**src/rtl/if_mon_pkg.sv**
```systemverilog
// Shared definitions for the fetch-interface protocol monitor.
// Holds the counter and error index maps, the error vector type, and a
// helper that picks the lowest-indexed active error.
package if_mon_pkg;

   // Event counter indices (readout select values)
   localparam int unsigned CNT_BEAT        = 0;
   localparam int unsigned CNT_STALL       = 1;
   localparam int unsigned CNT_FLUSH       = 2;
   localparam int unsigned CNT_FLUSH_MISS  = 3;
   localparam int unsigned CNT_INV_INSTR   = 4;
   localparam int unsigned CNT_INV_PRED    = 5;
   localparam int unsigned CNT_RETURN      = 6;
   localparam int unsigned CNT_JUMPL       = 7;
   localparam int unsigned CNT_PART1       = 8;
   localparam int unsigned CNT_PART2       = 9;
   localparam int unsigned CNT_PART3       = 10;
   localparam int unsigned CNT_MISS        = 11;
   localparam int unsigned CNT_FLUSH_STALL = 12;
   localparam int unsigned CNT_WMARK       = 13;
   localparam int unsigned NUM_CNT         = 14;

   // Error bit indices
   localparam int unsigned ERR_MULTI = 0;
   localparam int unsigned ERR_STAB  = 1;
   localparam int unsigned ERR_PC    = 2;
   localparam int unsigned ERR_WDOG  = 3;
   localparam int unsigned NUM_ERR   = 4;

   typedef logic [NUM_ERR-1:0] err_vec_t;

   // Lowest set index wins when several errors fire together
   function automatic logic [1:0] first_err_idx(input err_vec_t e);
      logic [1:0] idx;
      idx = 2'd0;
      for (int i = int'(NUM_ERR) - 1; i >= 0; i--) begin
         if (e[i]) idx = 2'(i);
      end
      return idx;
   endfunction

endpackage

```
**src/rtl/if_sat_counter.sv**
```systemverilog
// Saturating event counter: holds at all-ones instead of wrapping.
// Ports:
//   clk    - clock
//   rst    - synchronous active-high reset
//   clr_i  - synchronous clear (same effect as reset)
//   inc_i  - count one event this cycle
//   cnt_o  - current count
module if_sat_counter #(
   parameter int unsigned CNT_W = 16
) (
   input  logic             clk,
   input  logic             rst,
   input  logic             clr_i,
   input  logic             inc_i,
   output logic [CNT_W-1:0] cnt_o
);

   logic [CNT_W-1:0] cnt_q;
   logic [CNT_W-1:0] cnt_d;

   // Clear has priority over any event in the same cycle
   always_comb begin
      cnt_d = cnt_q;
      if (clr_i) begin
         cnt_d = '0;
      end else if (inc_i && (cnt_q != {CNT_W{1'b1}})) begin
         cnt_d = cnt_q + CNT_W'(1);
      end
   end

   always_ff @(posedge clk) begin
      if (rst) cnt_q <= '0;
      else     cnt_q <= cnt_d;
   end

   assign cnt_o = cnt_q;

endmodule

```
**src/rtl/if_protocol_monitor.sv**
```systemverilog
// Passive checker for the instruction-fetch output handshake and restart rules.
// Flags violations with sticky error bits plus a first-error capture, and
// counts fetch events in saturating counters read through a select port.
// Ports:
//   clk, rst                    - clock, synchronous active-high reset
//   data_out, valid_o, ready_in - observed IF output beat and decode ready
//   invalid_prediction, invalid_instruction, is_return_in - restart sources
//   is_jumpl, must_flush        - call and high-tier flush indications
//   current_PC                  - fetch PC
//   Hit_cache, Miss, partial_access, partial_type - icache status
//   clear_i                     - synchronous clear of counters, errors, watermark
//   sel_i / cnt_o               - counter select and registered readout
//   err_o                       - sticky {watchdog, pc_bound, stability, multi_restart}
//   err_valid_o, err_code_o, err_pc_o - first-error pulse, index and PC
module if_protocol_monitor
   import if_mon_pkg::*;
#(
   parameter int unsigned LANES       = 2,
   parameter int unsigned PACKET_SIZE = 64,
   parameter int unsigned PC_BITS     = 32,
   parameter int unsigned PC_LIMIT    = 2048,
   parameter int unsigned CNT_W       = 16,
   parameter int unsigned STALL_LIMIT = 64
) (
   input  logic                         clk,
   input  logic                         rst,
   input  logic [LANES*PACKET_SIZE-1:0] data_out,
   input  logic                         valid_o,
   input  logic                         ready_in,
   input  logic                         invalid_prediction,
   input  logic                         invalid_instruction,
   input  logic                         is_return_in,
   input  logic                         is_jumpl,
   input  logic                         must_flush,
   input  logic [PC_BITS-1:0]           current_PC,
   input  logic                         Hit_cache,
   input  logic                         Miss,
   input  logic                         partial_access,
   input  logic [1:0]                   partial_type,
   input  logic                         clear_i,
   input  logic [3:0]                   sel_i,
   output logic [CNT_W-1:0]             cnt_o,
   output logic [3:0]                   err_o,
   output logic                         err_valid_o,
   output logic [1:0]                   err_code_o,
   output logic [PC_BITS-1:0]           err_pc_o
);

   localparam int unsigned DATA_W = LANES * PACKET_SIZE;
   // Wide enough to hold STALL_LIMIT+1 so the watchdog trip value is reachable
   localparam int unsigned RUN_W  = $clog2(STALL_LIMIT + 2);
   localparam logic [RUN_W-1:0] RUN_MAX  = {RUN_W{1'b1}};
   localparam logic [RUN_W-1:0] RUN_TRIP = RUN_W'(STALL_LIMIT + 1);

   logic              stall;
   logic              beat;
   logic              first_err;
   err_vec_t          err_now;
   logic [NUM_CNT-2:0] ev;

   logic              prev_stall_q, prev_stall_d;
   logic              prev_flush_q, prev_flush_d;
   logic [DATA_W-1:0] prev_data_q,  prev_data_d;
   logic [RUN_W-1:0]  run_q,        run_d;
   logic [RUN_W-1:0]  wmark_q,      wmark_d;
   err_vec_t          err_q,        err_d;
   logic              err_vld_q,    err_vld_d;
   logic [1:0]        err_code_q,   err_code_d;
   logic [PC_BITS-1:0] err_pc_q,    err_pc_d;
   logic [CNT_W-1:0]  cnt_q,        cnt_d;

   logic [NUM_CNT-2:0][CNT_W-1:0] cnt_ev;

   // Error detection, stall-run tracking and next-state computation
   always_comb begin
      stall = valid_o & ~ready_in;
      beat  = valid_o & ready_in;

      // Run resets on any non-stall or flush cycle, saturates otherwise
      run_d = run_q;
      if (!stall || must_flush)  run_d = '0;
      else if (run_q != RUN_MAX) run_d = run_q + RUN_W'(1);

      err_now = '0;
      err_now[ERR_MULTI] = (invalid_prediction  & invalid_instruction) |
                           (invalid_prediction  & is_return_in)        |
                           (invalid_instruction & is_return_in);
      // Held beat must stay valid and stable unless a flush touches either cycle
      err_now[ERR_STAB]  = prev_stall_q & ~prev_flush_q & ~must_flush &
                           (~valid_o | (data_out != prev_data_q));
      err_now[ERR_PC]    = 64'(current_PC) >= 64'(PC_LIMIT);
      err_now[ERR_WDOG]  = (run_d == RUN_TRIP) && (run_q != RUN_TRIP);

      first_err = (err_q == '0) && (err_now != '0);

      err_d      = err_q | err_now;
      err_vld_d  = first_err;
      err_code_d = first_err ? first_err_idx(err_now) : err_code_q;
      err_pc_d   = first_err ? current_PC : err_pc_q;

      wmark_d      = (run_d > wmark_q) ? run_d : wmark_q;
      prev_stall_d = stall;
      prev_flush_d = must_flush;
      prev_data_d  = data_out;

      if (sel_i == 4'(CNT_WMARK))     cnt_d = CNT_W'(wmark_q);
      else if (sel_i < 4'(CNT_WMARK)) cnt_d = cnt_ev[sel_i];
      else                            cnt_d = '0;
   end

   // Event strobes feeding the saturating counters
   always_comb begin
      ev                  = '0;
      ev[CNT_BEAT]        = beat;
      ev[CNT_STALL]       = stall;
      ev[CNT_FLUSH]       = must_flush;
      ev[CNT_FLUSH_MISS]  = must_flush & Miss;
      ev[CNT_INV_INSTR]   = invalid_instruction;
      ev[CNT_INV_PRED]    = invalid_prediction;
      ev[CNT_RETURN]      = is_return_in;
      ev[CNT_JUMPL]       = is_jumpl;
      ev[CNT_PART1]       = partial_access & Hit_cache & (partial_type == 2'd1);
      ev[CNT_PART2]       = partial_access & Hit_cache & (partial_type == 2'd2);
      ev[CNT_PART3]       = partial_access & Hit_cache & (partial_type == 2'd3);
      ev[CNT_MISS]        = Miss;
      ev[CNT_FLUSH_STALL] = must_flush & stall;
   end

   for (genvar gi = 0; gi < NUM_CNT - 1; gi++) begin : g_cnt
      if_sat_counter #(.CNT_W(CNT_W)) u_cnt (
         .clk   (clk),
         .rst   (rst),
         .clr_i (clear_i),
         .inc_i (ev[gi]),
         .cnt_o (cnt_ev[gi])
      );
   end

   // State registers; clear behaves like reset except for the readout path
   always_ff @(posedge clk) begin
      if (rst) begin
         prev_stall_q <= 1'b0;
         prev_flush_q <= 1'b0;
         prev_data_q  <= '0;
         run_q        <= '0;
         wmark_q      <= '0;
         err_q        <= '0;
         err_vld_q    <= 1'b0;
         err_code_q   <= '0;
         err_pc_q     <= '0;
         cnt_q        <= '0;
      end else if (clear_i) begin
         prev_stall_q <= 1'b0;
         prev_flush_q <= 1'b0;
         prev_data_q  <= '0;
         run_q        <= '0;
         wmark_q      <= '0;
         err_q        <= '0;
         err_vld_q    <= 1'b0;
         err_code_q   <= '0;
         err_pc_q     <= '0;
         cnt_q        <= cnt_d;
      end else begin
         prev_stall_q <= prev_stall_d;
         prev_flush_q <= prev_flush_d;
         prev_data_q  <= prev_data_d;
         run_q        <= run_d;
         wmark_q      <= wmark_d;
         err_q        <= err_d;
         err_vld_q    <= err_vld_d;
         err_code_q   <= err_code_d;
         err_pc_q     <= err_pc_d;
         cnt_q        <= cnt_d;
      end
   end

   assign cnt_o       = cnt_q;
   assign err_o       = err_q;
   assign err_valid_o = err_vld_q;
   assign err_code_o  = err_code_q;
   assign err_pc_o    = err_pc_q;

endmodule

```
**config.mk**
```make
export PLATFORM = sky130hd
export DESIGN_NAME = if_protocol_monitor
export DESIGN_NICKNAME = d
export VERILOG_FILES = /design/src/rtl/if_mon_pkg.sv /design/src/rtl/if_sat_counter.sv /design/src/rtl/if_protocol_monitor.sv
export SDC_FILE = /design/constraint.sdc
export NUM_CORES = 1
export LEC_CHECK = 0
export CAP_MARGIN = 10
export CORE_MARGIN = 4
export CORE_UTILIZATION = 60
export DETAILED_ROUTE_END_ITERATION = 10
export PLACE_DENSITY = 0.93
export SYNTH_ARGS = -nofsm -noshare
export SYNTH_HDL_FRONTEND = slang
export SYNTH_SLANG_ARGS = --single-unit
```
**constraint.sdc**
```tcl
create_clock -name clk -period 9.6 [get_ports clk]
set_input_delay 1.44 -clock clk [delete_from_list [all_inputs] [get_ports clk]]
set_output_delay 1.44 -clock clk [all_outputs]
set_load 0.05 [all_outputs]
```
==> impl_metrics.toml, run 1 <==
[cells_and_area]
final_layout_size_suffix_gt1_share_pct = 6.367
finish.utilization_pct = 73.63
synthToLayoutAreaGrowth_pct = 21.44
antenna_cells = 0
final_nets = 2417

[die]
num_io_pins = 234
rows = 64
start_util_pct = 60.63
core_area_mm2 = 0.03051
die_area_mm2 = 0.03370
die_y_um = 183.6
die_w_um = 183.6

[routing]
routed_via_density = 6.041
wire_per_inst_um = 20.23
wl_um = 53440
drc = 0
drt-initial-drc-count = 1890
ant_nets = 0
drt_first_pass_iters = 6
num_vias = 15960

[synth]
ys_warn_count = 0
synthArstFlopShare_pct = 0
synth_compound_gate_area_share_pct = 7.475
synth_top_family_by_area = "simple AND/OR/NAND/NOR gates"
synth.top_cell.area_share_pct = 44.05
syn_nets = 2215
yosys_most_used_dff = "dfxtp_1"
synth_adder_area_share_pct = 1.542
netlist_area_mm2 = 0.01850
synth_xor_area_share_pct = 10.70
synth-simple-area-share_pct = 23.88
ys_seq_elements = 407
synth_top_area_cell = "dfxtp_1"
synth-edff-count = 0
synth_cells = 2014
synthMuxAreaShare_pct = 8.713
synth_cell_types = 62
synth.avg_cell_area_um2 = 9.184
ys_top_cells_by_area = "dfxtp_1, xor2_1, mux4_2"
yosysSeqAreaShare_pct = 44.05

[hold_path]
hold_end = "err_pc_o[21]"
hp-class = "flip-flop to flip-flop"
whs_path_depth = 2
hold_path_startpoint = "err_pc_o[21]"

[setup_path]
r2r_start = "run_q[0]"
arrival_ns = 4.70
criticalPathCategory = "primary input to flip-flop"
cp-start-kind = "primary input"
critical_path_required_ns = 9.98
end_kind = "flip-flop"
cp_max_fo = 8
rr_worst_depth = 15
reg2reg_to = "wmark_q[1]"
r2r_setup_slack_ns = 5.95
cp-startpoint = "valid_o"

[clocking]
cts_setup_buffers = 0
clock-root-buffer = "clkbuf_16"
clkTransAtPathRegs_ns = 0.06
cts_inserted_buffers = 42
cts_tree = "done"
cts.sinks = 407
cts_max_level = 2
clock_latency_ns = 0.54
hold_buffers = 0
cts_buffer_depth = 3
postCtsResizedCells = 0

[status]
status = "finished, final reports clean"

[global_routing]
grt_pass1_vias = 16050
grt_max_degree = 121
grt-ovfl-total = 0
track_usage_pct = 30.63
antenna_found_initial = 3
grt_pass1_wl_um = 84170

[sta]
slew_violations = 0
rsz0062_at_grt = "false"
finalHoldViolations = 0
fin_crit_sh_pct = 44.97
worstMarginPinSlew_ns = 1.151
fin_ws_ns = 5.283
fin_crit_ns = 4.317
tns_ns = 0
setup_viol = 0
fmax_ghz = 0.2317
relSlewSlack_pct = 22.64
fin_skew_ns = 0.01857

[placed_design]
io_buffers = 233
place_ws_ns = 4.796
gp_congestion = 0.9577
dp_hpwl_um = 37730

[power_and_ir_drop]
power_density_mw_per_mm2 = 166.8
power.total_uw = 3747
power_leakage_uw = 0.008106
vdd.ir_drop.worst_mv = 0.1287

[flow_run]
max-cap-violations = 0
==> synth_stat cells, types with 23 or more instances <==
| cell type | n |
|---|---|
| nor4_1 | 23 |
| and2_1 | 112 |
| nand4_1 | 68 |
| dfxtp_1 | 407 |
| mux2i_1 | 53 |
| inv_1 | 85 |
| clkbuf_1 | 74 |
| and4_1 | 23 |
| mux4_2 | 48 |
| a21oi_1 | 45 |
| xor2_1 | 134 |
| o21ai_0 | 39 |
| nand2_1 | 176 |
| or3_1 | 38 |
| nand3_1 | 84 |
| nand2b_1 | 42 |
| xnor2_1 | 92 |
| nor2_1 | 257 |
==> power by group <==
part	switching, µW	leakage, µW	internal (µW)	total (µW)
Clock	674	0.000699	1000	1680
Combinational	177	0.00410	149	326
Sequential	22.0	0.00331	1720	1750
Total	872	0.00811	2870	3750
==> critical path, cell delays in order <==
cell	delay, ns
clkdlybuf4s50_1	0.61
nand2b_1	0.20
nor2_1	0.29
o21ai_0	0.17
a21o_1	0.22
inv_1	0.10
ha_1	0.25
nor2b_1	0.14
o21a_1	0.16
o21a_1	0.16
o21a_1	0.15
o21ai_0	0.15
a21o_1	0.36
mux2i_1	0.25
nor2_1	0.05
==> per-layer routing <==
layer | share of wire, % | GRT usage, % | vias to the layer above
li1 | - | - | 7364
met1 | 38 | 37.96 | 7561
met2 | 47 | 51.73 | 852
met3 | 9.7 | 6.252 | 177
met4 | 5.1 | 13.80 | 6
met5 | 0.064 | 0 | -
==> registers in the layout, indices dropped and copies added, names as in the netlist, 2 cells and up <==
signal,count
cnt_o,16
err_code_o,2
err_o,4
err_pc_o,32
g_cnt.u_cnt.cnt_o,208
prev_data_q,128
run_q,7
wmark_q,7
==> metrics by stage <==
step	cell area, µm²	std cells	hold slack [ns]
3_3_place_gp	21050	2568	0.4417
4_1_cts	22460	2642	0.4625
2_1_floorplan	18500	2014	0.4488
3_5_place_dp	21050	2568	0.4535
6_report	22460	2642	0.4577
5_1_grt	22460	2642	0.4823
==> cell families after synthesis <==
| logic type | after synthesis |
|---|---|
| multiplexers | 101 |
| adder cells (fa/ha/maj) | 23 |
| buffers and inverters | 173 |
| flip-flops | 407 |
| XOR/XNOR | 226 |
| AND/OR/NAND/NOR | 887 |
| AO/OA/AOI/OAI | 197 |
==> layout by cell type, fill, tap and decap left out, drive strengths merged, types with 5 or more instances in the layout <==
cell type / count
nand2b: 42
nand2: 176
inv: 91
o22ai: 18
nand4: 68
dfxtp: 407
and3: 22
or3: 38
xnor2: 92
xor2: 134
nor2b: 10
o2111ai: 11
a21oi: 46
a311oi: 13
a221o: 6
clkbuf: 55
ha: 22
nor2: 257
clkinv: 13
mux2i: 53
o21ai: 39
clkdlybuf4s50: 231
a32o: 6
buf: 8
a31oi: 5
nor4: 23
nor3: 15
or2: 9
mux4: 48
and4: 23
bufinv: 5
nand3: 84
and2: 112
a221oi: 17
==> worst max path at each step <==
| stage | endpoint | slack, ns | depth (start not counted) |
|---|---|---|---|
| after floorplan | wmark_q[1] | 5.69 | 15 |
| after global placement | wmark_q[5] | 4.98 | 15 |
| after detailed placement | wmark_q[1] | 4.80 | 15 |
| after CTS | wmark_q[1] | 5.32 | 15 |
| after global routing | wmark_q[3] | 5.01 | 15 |
| final | wmark_q[1] | 5.28 | 15 |
==> final cells by class <==
type	count	area (µm²)
multi-input combinational	1434	9693
sequential	407	8148
fill	1952	8046
timing repair buffer	239	2367
clock buffer	55	1181
tap	396	495.5
inverter	92	345.3
clock inverter	19	232.7
No activity file was read; power rests on OpenSTA's default activity.
==> run 2, diff against run 1 <==
--- a/config.mk
+++ b/config.mk
@@ -7,9 +7,9 @@
 export LEC_CHECK = 0
 export CAP_MARGIN = 10
 export CORE_MARGIN = 4
-export CORE_UTILIZATION = 60
+export CORE_UTILIZATION = 56
 export DETAILED_ROUTE_END_ITERATION = 10
-export PLACE_DENSITY = 0.93
+export PLACE_DENSITY = 0.89
 export SYNTH_ARGS = -nofsm -noshare
 export SYNTH_HDL_FRONTEND = slang
 export SYNTH_SLANG_ARGS = --single-unit
==> constraint.sdc (replaced) <==
create_clock -name clk -period 4.4 [get_ports clk]
set_input_delay 0.66 -clock clk [delete_from_list [all_inputs] [get_ports clk]]
set_output_delay 0.66 -clock clk [all_outputs]
set_load 0.05 [all_outputs]
==> run 2 against run 1 <==
- routed wire length down 2.1%
- critical endpoint is now err_pc_o[14]
- hold slack gained 0.0033 ns
- global-route usage is 2.5 points lower
- largest cell class unchanged
==> impl_metrics.toml, run 2 (synthesized netlist as in run 1, its figures left out) <==
[status]
status = "finished, final reports clean"

[placed_design]
dp_cells = 2618
gp_congestion = 0.9470
dp_hpwl_um = 37370
io_buffers = 233

[setup_path]
rr_worst_depth = 15
cp_top_family = "simple AND/OR/NAND/NOR gates"
path_cells = "clkdlybuf4s50_1 > nand2b_1 > or2_2 > nor2_1 > nor4bb_1 > nand4b_1 > and3_1 > a21oi_4 > buf_4 > mux2i_1"
cp-start-kind = "primary input"
crit_cells = 10
r2r_setup_slack_ns = 0.71
cp-startpoint = "valid_o"
crit_buf_inv = 2
cp_slowest_cell = "a21oi_4"
arrival_ns = 4.17
reg2reg_to = "wmark_q[3]"
slowest_delay_ns = 0.77
cp_max_fo = 25
criticalPathCategory = "primary input to flip-flop"
end_kind = "flip-flop"
r2r_start = "run_q[0]"
crit_end = "err_pc_o[14]"
critical_path_required_ns = 4.87

[clocking]
hold_buffers = 0
clkTransAtPathRegs_ns = 0.06
cts_setup_buffers = 0
cts_buffer_depth = 3
clock-root-buffer = "clkbuf_16"
cts_inserted_buffers = 42
postCtsResizedCells = 0
cts_max_level = 2
clock_latency_ns = 0.56
cts.sinks = 407
cts_tree = "done"

[routing]
wl_um = 52300
drt_first_pass_iters = 5
drc = 0
drt-initial-drc-count = 1636
wire_per_inst_um = 19.41
ant_nets = 0
num_vias = 15860
routed_via_density = 5.886

[die]
num_io_pins = 234
core_area_mm2 = 0.03254
rows = 66
die_area_mm2 = 0.03600
die_y_um = 189.7
start_util_pct = 56.85
die_w_um = 189.7

[cells_and_area]
final_cell_mix = "dfxtp_1, nor2_1, clkdlybuf4s50_1"
final_nets = 2422
final_cells = 2694
largest_reg_flops = 208
final_layout_size_suffix_gt1_share_pct = 6.708
synthToLayoutAreaGrowth_pct = 22.26
final_common_cell = "dfxtp_1"

[sta]
fin_crit_ns = 3.695
slew_violations = 0
finalHoldViolations = 0
worstMarginPinSlew_ns = 0.9761
fin_crit_sh_pct = 83.98
rsz0062_at_grt = "false"
relSlewSlack_pct = 34.78
setup_viol = 0
tns_ns = 0
fin_skew_ns = 0.02463
fmax_ghz = 0.2706

[flow_run]
max-cap-violations = 0

[power_and_ir_drop]
power_density_mw_per_mm2 = 360.7
power_leakage_uw = 0.008155
vdd.ir_drop.worst_mv = 0.3237

[global_routing]
grt_pass1_vias = 15800
track_usage_pct = 28.15
grt_pass1_wl_um = 82920
grt-ovfl-total = 0
grt_max_degree = 172
antenna_found_initial = 2

[hold_path]
whs_path_depth = 2
hp-class = "flip-flop to flip-flop"
## run 2: cell type report
type                       instances  area [µm²]
fill                            2291        9923
tap                              442       553.0
antenna                            1       2.502
multi-input combinational       1434        9698
inverter                          92       345.3
clock buffer                      58        1242
sequential                       407        8148
clock inverter                    16       183.9
timing repair buffer             244        2440
## run 2: metal layers
metal,global-route usage [%],share of wire (%)
met1,34.39,38
met2,49.08,49
met3,5.651,8.6
met4,11.02,4.2
met5,0,0.038
## run 2: through the flow
step	total power, µW	instance area, µm²	setup WS [ns]	util, %	hold slack, ns
floorplan	4257	18500	1.161	-	0.4488
global placement	4566	21170	0.3400	65.08	0.4418
detailed placement	4585	21170	0.2564	65.08	0.4516
CTS	8177	22600	0.7850	69.46	0.4600
global route	8385	22610	0.4082	69.50	0.4787
finish	8156	22610	0.7051	69.50	0.4609
## run 2: worst min path at each step
| stage | from | end |
|---|---|---|
| final | err_pc_o[27] | err_pc_o[27] |
| after CTS | err_pc_o[10] | err_pc_o[10] |
| after detailed placement | err_pc_o[10] | err_pc_o[10] |
| after global routing | err_pc_o[27] | err_pc_o[27] |
| after global placement | err_pc_o[9] | err_pc_o[9] |
| after floorplan | wmark_q[5] | cnt_o[5] |
## run 2: where the power goes
part	internal [µW]	total, µW	switching (µW)
registers	3760	3800	43.1
clock network	2150	3640	1490
logic	332	714	382
total	6250	8160	1910
## run 2: worst register-to-register path, cell delays in order (launching register included)
cell     delay (ns)
dfxtp_1        0.43
ha_1           0.25
and3_1         0.25
nand4_1        0.32
o21ai_0        0.28
a21o_1         0.16
inv_1          0.07
ha_1           0.31
nor2b_1        0.14
o21a_1         0.17
o21a_1         0.16
o21a_1         0.15
o21ai_0        0.14
a21o_1         0.36
mux2i_1        0.29
nor2_1         0.07
==> run 3, diff against run 2 <==
--- a/config.mk
+++ b/config.mk
@@ -7,9 +7,9 @@
 export LEC_CHECK = 0
 export CAP_MARGIN = 10
 export CORE_MARGIN = 4
-export CORE_UTILIZATION = 56
+export CORE_UTILIZATION = 50
 export DETAILED_ROUTE_END_ITERATION = 10
-export PLACE_DENSITY = 0.89
+export PLACE_DENSITY = 0.84
 export SYNTH_ARGS = -nofsm -noshare
 export SYNTH_HDL_FRONTEND = slang
 export SYNTH_SLANG_ARGS = --single-unit
==> constraint.sdc (replaced) <==
create_clock -name clk -period 3.1 [get_ports clk]
set_input_delay 0.465 -clock clk [delete_from_list [all_inputs] [get_ports clk]]
set_output_delay 0.465 -clock clk [all_outputs]
set_load 0.05 [all_outputs]
==> run 3 against run 2 <==
- worst setup slack lost 0.53 ns
- first-iteration DRC count shrank 16%
- register-to-register slack got worse by 0.53 ns
- critical path type is now flip-flop to flip-flop
- critical endpoint is now wmark_q[1]
==> impl_metrics.toml, run 3 (synthesized netlist as in run 1, its figures left out) <==
[status]
status = "finished, final reports clean"

[routing]
drt-initial-drc-count = 1377
drc = 0
ant_nets = 0
num_vias = 15960
routed_via_density = 5.734
drt_first_pass_iters = 5
wl_um = 52950
wire_per_inst_um = 19.02

[power_and_ir_drop]
vdd.ir_drop.worst_mv = 0.3229
power_leakage_uw = 0.008506
power_density_mw_per_mm2 = 509.9

[cells_and_area]
synthToLayoutAreaGrowth_pct = 25.85
finish.utilization_pct = 63.74
largest_reg_flops = 208
final_cell_mix = "dfxtp_1, nor2_1, clkdlybuf4s50_1"
final_nets = 2483
fill_cells = 2759
final_layout_size_suffix_gt1_share_pct = 9.464
final_common_cell = "dfxtp_1"

[global_routing]
grt_pass1_wl_um = 84530
grt_max_degree = 71
track_usage_pct = 25.41
grt_pass1_vias = 15720
antenna_found_initial = 2
grt-ovfl-total = 0

[setup_path]
criticalPathCategory = "flip-flop to flip-flop"
r2r_setup_slack_ns = 0.18
reg2reg_to = "wmark_q[1]"
end_kind = "flip-flop"
critical_path_required_ns = 3.53
cp_max_fo = 4
r2r_start = "run_q[1]"
arrival_ns = 3.35
cp-start-kind = "flip-flop"
rr_worst_depth = 16

[clocking]
clock-root-buffer = "clkbuf_16"
clock_latency_ns = 0.56
cts.sinks = 407
cts_buffer_depth = 3
cts_tree = "done"
hold_buffers = 0
cts_inserted_buffers = 43
cts_max_level = 2
clkTransAtPathRegs_ns = 0.06

[die]
die_area_mm2 = 0.04013
die_y_um = 200.3
num_io_pins = 234
start_util_pct = 50.64
rows = 70
die_w_um = 200.3
core_area_mm2 = 0.03652

[sta]
fin_crit_sh_pct = 94.26
fin_crit_ns = 2.922
slew_violations = 0
finalHoldViolations = 0
tns_ns = 0
relSlewSlack_pct = 40.84
fin_skew_ns = 0.02346
fmax_ghz = 0.3422
setup_viol = 0
rsz0062_at_grt = "false"
worstMarginPinSlew_ns = 0.8759

[hold_path]
hp-class = "flip-flop to flip-flop"
whs_path_depth = 2
hold_path_startpoint = "err_pc_o[26]"
hold_end = "err_pc_o[26]"

[flow_run]
max-cap-violations = 0

[placed_design]
gp_congestion = 0.9345
io_buffers = 233
dp_hpwl_um = 38940
run 3: changes by cell type in the layout (fill, tap and decap cells not counted), moves of 3 or more:
cell	before	now
buf_12	3	8
bufinv_16	3	6
buf_4	7	61
dfxtp_1	407	404
run 3: layout make-up:
cell class | count | area, µm² | share of cell area, %
repair buffers | 304 | 2963 | 12.73
diodes | 2 | 5.005 | 0.02150
multi-input cells | 1434 | 9729 | 41.80
clock buffers | 58 | 1222 | 5.251
flip-flops and latches | 407 | 8154 | 35.03
well taps | 468 | 585.6 | 2.515
inverters | 92 | 345.3 | 1.483
clock inverters | 19 | 274.0 | 1.177
run 3: metal layers:
layer | wire length (µm) | GRT usage, % | share of wire [%]
met1 | 21490 | 32.29 | 41
met2 | 25050 | 42.63 | 47
met3 | 4367 | 5.715 | 8.2
met4 | 2029 | 9.489 | 3.8
met5 | 11 | 0 | 0.021
run 3: metrics by stage:
stage / cell area (µm²) / total power [µW] / worst slack, ns / hold slack (ns) / instances
2_1_floorplan: 18500 / 6042 / 0.002452 / 0.4488 / 2014
3_3_place_gp: 21700 / 6540 / -0.2318 / 0.4414 / 2702
3_5_place_dp: 21700 / 6564 / -0.3008 / 0.4517 / 2702
4_1_cts: 23200 / 11940 / 0.02711 / 0.4431 / 2779
5_1_grt: 23280 / 12250 / 0.03215 / 0.4679 / 2783
6_report: 23280 / 11870 / 0.1780 / 0.4574 / 2784
run 3: how the worst max path moves through the flow:
| stage | from | to | slack (ns) | cells past startpoint |
|---|---|---|---|---|
| floorplan | run_q[0] | wmark_q[1] | 0.002 | 16 |
| global placement | data_out[114] | err_pc_o[2] | -0.23 | 10 |
| detailed placement | data_out[114] | err_pc_o[21] | -0.30 | 10 |
| CTS | run_q[1] | wmark_q[1] | 0.03 | 16 |
| global route | run_q[0] | wmark_q[1] | 0.03 | 16 |
| finish | run_q[1] | wmark_q[1] | 0.18 | 16 |
run 3: worst max-delay path, cell delays in order, from the launching register on:
cell and delay [ns]:
dfxtp_4 0.36, ha_4 0.15, and3_4 0.19, nand4_1 0.17, o21ai_1 0.18, a21o_1 0.13, inv_1 0.08, ha_4 0.22
nor2b_2 0.15, o21a_1 0.17, o21a_1 0.17, o21a_1 0.16, o21ai_1 0.11, a21o_1 0.17, buf_6 0.13, mux2i_2 0.21
nor2_1 0.06
run 3: what timing repair did:
item	CTS	global route
setup buffers	0	3
pin swaps	1	5
gates resized for setup	3	12
setup endpoints to repair	6	7
run 3: power by group:
| group | total [µW] | internal [µW] | switching [µW] |
|---|---|---|---|
| combinational | 1060 | 513 | 548 |
| clock | 5400 | 3270 | 2130 |
| sequential | 5400 | 5340 | 66.7 |
| total | 11900 | 9120 | 2750 |
